===== src/rtl/pipelined_adder.sv =====
// pipelined_adder: chunked ripple-carry adder with a valid/ready handshake. Each stage adds one chunk.
// When the PIPE_ADDER_SUB_EN macro is defined, `sub` selects x - y - ci. Otherwise `sub` is ignored.
module pipelined_adder #(
    parameter int WIDTH  = 8,
    parameter int STAGES = 2
) (
    input  logic             clk,
    input  logic             rst,
    input  logic             in_valid,
    output logic             in_ready,
    input  logic [WIDTH-1:0] x,
    input  logic [WIDTH-1:0] y,
    input  logic             ci,
    input  logic             sub,
    output logic             out_valid,
    input  logic             out_ready,
    output logic [WIDTH-1:0] s,
    output logic             co,
    output logic             ovf
);
    localparam int CW = WIDTH / STAGES;

    logic [WIDTH-1:0]  y_eff;
    logic              c_eff;
    logic              stall;
    logic              adv;
    logic [STAGES-1:0] valid_d;
    logic [STAGES-1:0] valid_q;
    logic [STAGES-1:0] carry_d;
    logic [STAGES-1:0] carry_q;
    logic              ovf_d;
    logic              ovf_q;

`ifdef PIPE_ADDER_SUB_EN
    assign y_eff = y ^ {WIDTH{sub}};
    assign c_eff = ci ^ sub;
`else
    logic sub_unused;
    assign sub_unused = sub;
    assign y_eff      = y;
    assign c_eff      = ci;
`endif

    assign stall    = out_valid & ~out_ready;
    assign adv      = ~stall;
    assign in_ready = ~stall;

    genvar gi;
    generate
        for (gi = 0; gi < STAGES; gi++) begin : g_stage
            // xs/ys carry the operand bits not yet consumed. Their low chunk is summed here.
            // sum_q accumulates the finished low chunks.
            localparam int OW = WIDTH - gi * CW;
            localparam int SW = (gi + 1) * CW;

            logic [OW-1:0] xs;
            logic [OW-1:0] ys;
            logic          cin;
            logic [CW:0]   full;
            logic [SW-1:0] sum_d;
            logic [SW-1:0] sum_q;

            if (gi == 0) begin : g_head
                assign xs          = x;
                assign ys          = y_eff;
                assign cin         = c_eff;
                assign valid_d[gi] = in_valid;
                always_comb begin
                    sum_d = full[CW-1:0];
                end
            end else begin : g_body
                logic [OW-1:0] xs_d;
                logic [OW-1:0] xs_q;
                logic [OW-1:0] ys_d;
                logic [OW-1:0] ys_q;

                always_comb begin
                    xs_d  = g_stage[gi-1].xs[OW+CW-1:CW];
                    ys_d  = g_stage[gi-1].ys[OW+CW-1:CW];
                    sum_d = {full[CW-1:0], g_stage[gi-1].sum_q};
                end

                always_ff @(posedge clk or posedge rst) begin
                    if (rst) begin
                        xs_q <= '0;
                        ys_q <= '0;
                    end else if (adv) begin
                        xs_q <= xs_d;
                        ys_q <= ys_d;
                    end
                end

                assign xs          = xs_q;
                assign ys          = ys_q;
                assign cin         = carry_q[gi-1];
                assign valid_d[gi] = valid_q[gi-1];
            end

            always_comb begin
                full = {1'b0, xs[CW-1:0]} + {1'b0, ys[CW-1:0]} + {{CW{1'b0}}, cin};
            end

            assign carry_d[gi] = full[CW];

            always_ff @(posedge clk or posedge rst) begin
                if (rst) begin
                    sum_q <= '0;
                end else if (adv) begin
                    sum_q <= sum_d;
                end
            end
        end
    endgenerate

    // The carry into the MSB is recovered from the MSB sum bit: sum ^ a ^ b.
    assign ovf_d = g_stage[STAGES-1].full[CW-1] ^ g_stage[STAGES-1].xs[CW-1]
                 ^ g_stage[STAGES-1].ys[CW-1] ^ carry_d[STAGES-1];

    always_ff @(posedge clk or posedge rst) begin
        if (rst) begin
            valid_q <= '0;
            carry_q <= '0;
            ovf_q   <= 1'b0;
        end else if (adv) begin
            valid_q <= valid_d;
            carry_q <= carry_d;
            ovf_q   <= ovf_d;
        end
    end

    assign out_valid = valid_q[STAGES-1];
    assign co        = carry_q[STAGES-1];
    assign ovf       = ovf_q;
    assign s         = g_stage[STAGES-1].sum_q;

endmodule


===== config.mk =====
export PLATFORM = sky130hd
export DESIGN_NAME = pipelined_adder
export DESIGN_NICKNAME = d
export VERILOG_FILES = /design/src/rtl/pipelined_adder.sv
export SDC_FILE = /design/constraint.sdc
export NUM_CORES = 1
export LEC_CHECK = 0
export BUFFER_PORTS_ARGS = -buffer_cell sky130_fd_sc_hd__buf_2
export CELL_PAD_IN_SITES_DETAIL_PLACEMENT = 1
export CELL_PAD_IN_SITES_GLOBAL_PLACEMENT = 1
export CORE_MARGIN = 1.5
export CORE_UTILIZATION = 38
export DETAILED_ROUTE_END_ITERATION = 10
export PLACE_DENSITY_LB_ADDON = 0.1
export SLEW_MARGIN = 10
export SYNTH_ARGS = -nofsm -noshare
export SYNTH_HDL_FRONTEND = slang
export SYNTH_SLANG_ARGS = --single-unit
export TNS_END_PERCENT = 5

===== constraint.sdc =====
create_clock -name clk -period 2.5 [get_ports clk]
set_clock_uncertainty 0.05 [all_clocks]
set_input_delay 0.5 -clock clk [delete_from_list [all_inputs] [get_ports clk]]
set_output_delay 0.5 -clock clk [all_outputs]
set_load 0.01 [all_outputs]

**After elaboration in Yosys (flattened, before gate mapping)**

Cells that the tools add are included.

- Logic and storage cells: 17
- Register bits: 25
- Input port bits: 22

- Add/subtract/negate cells: 4
- Bitwise logic cells: 6

Operator list:

| operator | count |
|---|---|
| $add 4x4->5 | 2 |
| $add 5x1->5 | 2 |
| $xor 1x1->1 | 3 |
| $not 1->1 | 2 |
| $and 1x1->1 | 1 |

**Longest topological paths before layout**

- Depth after elaboration: 5
- Gate-level depth with buffers: 8
- Depth with buffers taken out: 8

**Worst setup path after synthesis**

No wires, ideal clock.

- Kind: reg-to-reg
- Start point: reg g_stage[1].g_body.xs_q[0]
- End point: reg ovf_q (netlist: ovf)
- Required time: 2327 ps
- Cell stages (with the launch flop): 9
- Setup slack: 733 ps
- Data arrival time: 1593 ps
- Path buffers: 0
- Cells stage by stage: dfrtp_1 fa_1 inv_1 fa_1 nand2b_1 a21oi_2 xnor2_1 xnor2_1 o21ai_1

- Longest elaborated chain between the ends: 5

Ends and longest elaborated chain:

| item | line | text |
|---|---|---|
| start, declared | 73 | `logic [OW-1:0] xs_q;` |
| start signal, assigned | 88 | `xs_q <= xs_d;` |
| $add 4x4->5 * | 100 | `full = {1'b0, xs[CW-1:0]} + {1'b0, ys[CW-1:0]} + {{CW{1'b0}}, cin};` |
| $add 5x1->5 * | 100 |  |
| $xor 1x1->1 | 116 | `assign ovf_d = g_stage[STAGES-1].full[CW-1] ^ g_stage[STAGES-1].xs[CW-1]` |
| $xor 1x1->1 | 117 | `^ g_stage[STAGES-1].ys[CW-1] ^ carry_d[STAGES-1];` |
| $xor 1x1->1 * | 117 |  |
| end signal, assigned | 127 | `ovf_q <= ovf_d;` |
| end, declared | 32 | `logic ovf_q;` |

Mark *: on every way between the ends. The rest lies on a longest branch, timed or not.
A chain may end at the register's enable or synchronous reset.

**Worst setup path after layout**

- Start point: reg valid_q[1]
- End point: out in_ready

- Longest elaborated chain between the ends: 2

Ends and longest elaborated chain:

| item | line | text |
|---|---|---|
| start, declared | 28 | `logic [STAGES-1:0] valid_q;` |
| start signal, assigned | 125 | `valid_q <= valid_d;` |
| $and 1x1->1 | 44 | `assign stall = out_valid & ~out_ready;` |
| $not 1->1 | 46 | `assign in_ready = ~stall;` |
| end, declared | 10 | `output logic in_ready,` |

No other way between the ends.

==> qor_table.md <==
| Quantity | Reported |
|:---|:---|
| Result of the run | complete, no violations |
| Synth Net Count | 162 |
| Arrival time at the worst endpoint | 1.51 ns |
| Detailed-placement wirelength estimate | 1830 um |
| Highest attainable clock frequency | 485 MHz |
| Number of buffers added for setup after CTS | 0 |
| Final #Nets | 197 |
| Number of gates given a new drive strength after cts | 0 |
| Static Leakage | 0.792 nW |
| Grt met3 use | 2.60% |
| Final Hold Vio Count | 0 |
| Actual transition at the worst max-transition pin | 0.547 ns |
| Die Area | 0.00360 sq mm |
| Global routing usage summed across all routing layers | 15.4% |
| Bufs on Longest Clock Path | 2 |
| Final count of negative-setup-slack endpoints | 0 |
| Design Power | 1.13 mW |
| Maximum number of pins on one net before global-route repair | 26 |
| Period minus WS final | 2.06 ns |
| Post-detailed-placement cell area | 0.00145 sq mm |
| Fill cells | 387 |
| Fraction of final layout cells with drive strength greater than 1 | 25.6% |
| Area share of the largest cell type after synthesis | 50.7% |
| Number of routed nets with antenna violations | 0 |
| M2 GR Usage | 25.9% |
| Clock-pin slew on the worst setup and hold paths | 0.14 ns |
| DRC violation count after routing | 0 |
| Core region area | 0.00308 sq mm |
| First-pass GRT wire length | 4040 um |
| Post-synthesis instance total | 130 |
| Floorplan die width | 60.0 um |
| Busiest layer in global routing | met2 |
| H-tree depth reported by CTS | 1 |
| Detail-routed via count per cell | 4.45 |
| Share of the core filled with cells in the final layout | 47.8% |
| Global-route track usage on met1 | 18.9% |
| Rel. slew slack | 63.5% |
| Vias after detailed routing | 926 |
| Number of inserted diodes | 0 |
| RSZ-0062 raised after global routing | no |
| Max Fanout on Critical Path | 19 |
| Cell Area, Synth | 0.00123 sq mm |
| Summed negative setup slack over all endpoints | 0 ns |
| Crit path setup slack, layout | 0.436 ns |
| Fraction of the cycle the final worst path needs | 82.5% |
| Cell types occupying the most area after synthesis | dfrtp_1, nand2_1, fa_1 |
| Final Wtd Congestion | 0.724 |
| Number of buffers created by CTS | 3 |
| Count of input and output buffers | 32 |
| Design area | 0.00147 sq mm |
| Clock tree from TritonCTS | done |
| EDFF count, synth | 0 |
| Count of max-cap constraint violations | 0 |
| Vias in the first global route | 923 |
| Post-synthesis register bit count | 25 |
| Antenna violations before repair | 0 |
| Crit path capture type | output port |
| Number of primary I/O pins | 34 |
| Proportion of synthesized flip-flops having asynchronous set or reset | 100% |
| Startpoint type of the worst setup path | register |
| Detailed Route WL | 2390 um |
| Layout overhead on the synthesized area | 19.3% |
| Crit Path Class | reg -> out |
| Number of distinct library cells after synthesis | 21 |
| Dominant cell type by area after synthesis | dfrtp_1 |
| Total of hold buffers inserted after clock tree synthesis | 0 |
| Cell at the root of the clock tree | clkbuf_4 |
| Vertical die dimension | 60.0 um |
| Most numerous cell in the Yosys netlist | nand2_1 |
| Pre-CTS WS | 0.555 ns |
| Sink count of the clock tree | 25 |
| DR WL/cell | 11.5 um |
| Yosys warning count | 0 |
| Synth Area per Inst | 9.50 sq um |
| Effective utilization at floorplan | 40.1% |
| Clock latency reported for the late side of the worst-skew pair | 0.32 ns |
| Worst hold path class | in -> async |
| Congestion Overflow GR | 0 |
| Dominant register cell in the synthesized netlist | dfrtp_1 |
| Most instantiated cells after synthesis | nand2_1, dfrtp_1, inv_1 |
| Site Rows | 20 |
| Sequential area share after synthesis | 50.7% |
| Iteration count of the initial detailed-routing pass | 3 |
| Initial DRC count | 25 |
| Pins over their slew limit | 0 |
| P per Cell Area | 765 mW/mm^2 |
| VDD IR-drop max | 0.299 mV |
| Critical Path RT | 1.95 ns |
logic make-up after synthesis:
| kind of cell | Yosys count | synth area share [%] |
|---|---|---|
| AOI/OAI and AO/OA | 16 | 7.50 |
| xor gates and xnor gates | 6 | 4.86 |
| adders and majority gates | 10 | 12.6 |
| buffers and inverters | 14 | 4.86 |
| DFF | 25 | 50.7 |
| muxes | 1 | 0.912 |
| and+or+nand+nor | 58 | 18.6 |
critical path: stages, from the launching register on:
cell and delay (ns):
dfrtp_1 0.40, nor2b_2 0.15, inv_1 0.41, buf_2 0.23
metrics by stage:
stage / hold WS, ns / std cells
after CTS: 0.146 / 208
after global placement: 0.393 / 204
after floorplan: 0.380 / 130
final: 0.144 / 208
after global routing: 0.142 / 208
after detailed placement: 0.402 / 204
layout by cell type (no fill, tap or decap), types with 2 or more instances in the layout:
cell type / netlist / final
a21o_1: 2 / 2
buf_4: 1 / 3
buf_2: 3 / 32
fa_1: 4 / 4
clkbuf_4: 0 / 3
nor2_1: 7 / 7
a21oi_2: 2 / 2
ha_1: 6 / 6
a21oi_1: 5 / 5
xnor2_1: 3 / 3
inv_1: 9 / 9
xor2_1: 2 / 2
o21ai_0: 6 / 6
nand2b_1: 2 / 2
nand2_1: 47 / 47
dfrtp_1: 25 / 25
area by class of cell:
cell class / count / area, sq um / share of cell area [%]
flip-flops and latches: 25 / 626 / 42.5
multi-input cells: 91 / 549 / 37.3
repair buffers: 35 / 183 / 12.4
well taps: 44 / 55.1 / 3.74
inverters: 9 / 33.8 / 2.29
clock buffers: 4 / 26.3 / 1.78
flip-flops by register name, summed over array words and instances, names as in the netlist:
name                 count
g_stage.g_body.xs_q      4
g_stage.g_body.ys_q      4
valid_q                  2
ovf                      1
carry_q                  2
g_stage.sum_q            4
s                        8
worst paths after layout:
path | from | endpoint | slack (ns) | cells after the start
setup / recovery | valid_q[1] | in_ready | 0.44 | 3
hold / removal | rst | g_stage[1].g_body.xs_q[1] | 0.14 | 3
setup reg to reg | carry_q[0] | ovf | 0.58 | 8
hold reg to reg | valid_q[0] | valid_q[0] | 0.43 | 2
max in group asynchronous | rst | g_stage[0].sum_q[2] | 2.00 | 3
min in group clk | y[7] | g_stage[1].g_body.ys_q[3] | 0.31 | 3
routing by layer:
metal | share of wire [%] | wire length, um | vias to the layer above
met1 | 46 | 1100 | 433
met5 | 0 | 0 | -
met4 | 2.3 | 55 | 0
li1 | - | - | 466
met2 | 48 | 1150 | 22
met3 | 3.7 | 89 | 5
power breakdown:
part	switching [mW]	internal [mW]
registers	0.0557	0.503
clock network	0.119	0.0625
logic	0.209	0.178
total	0.383	0.743
Note: power is estimated with default switching activity, not from simulation.
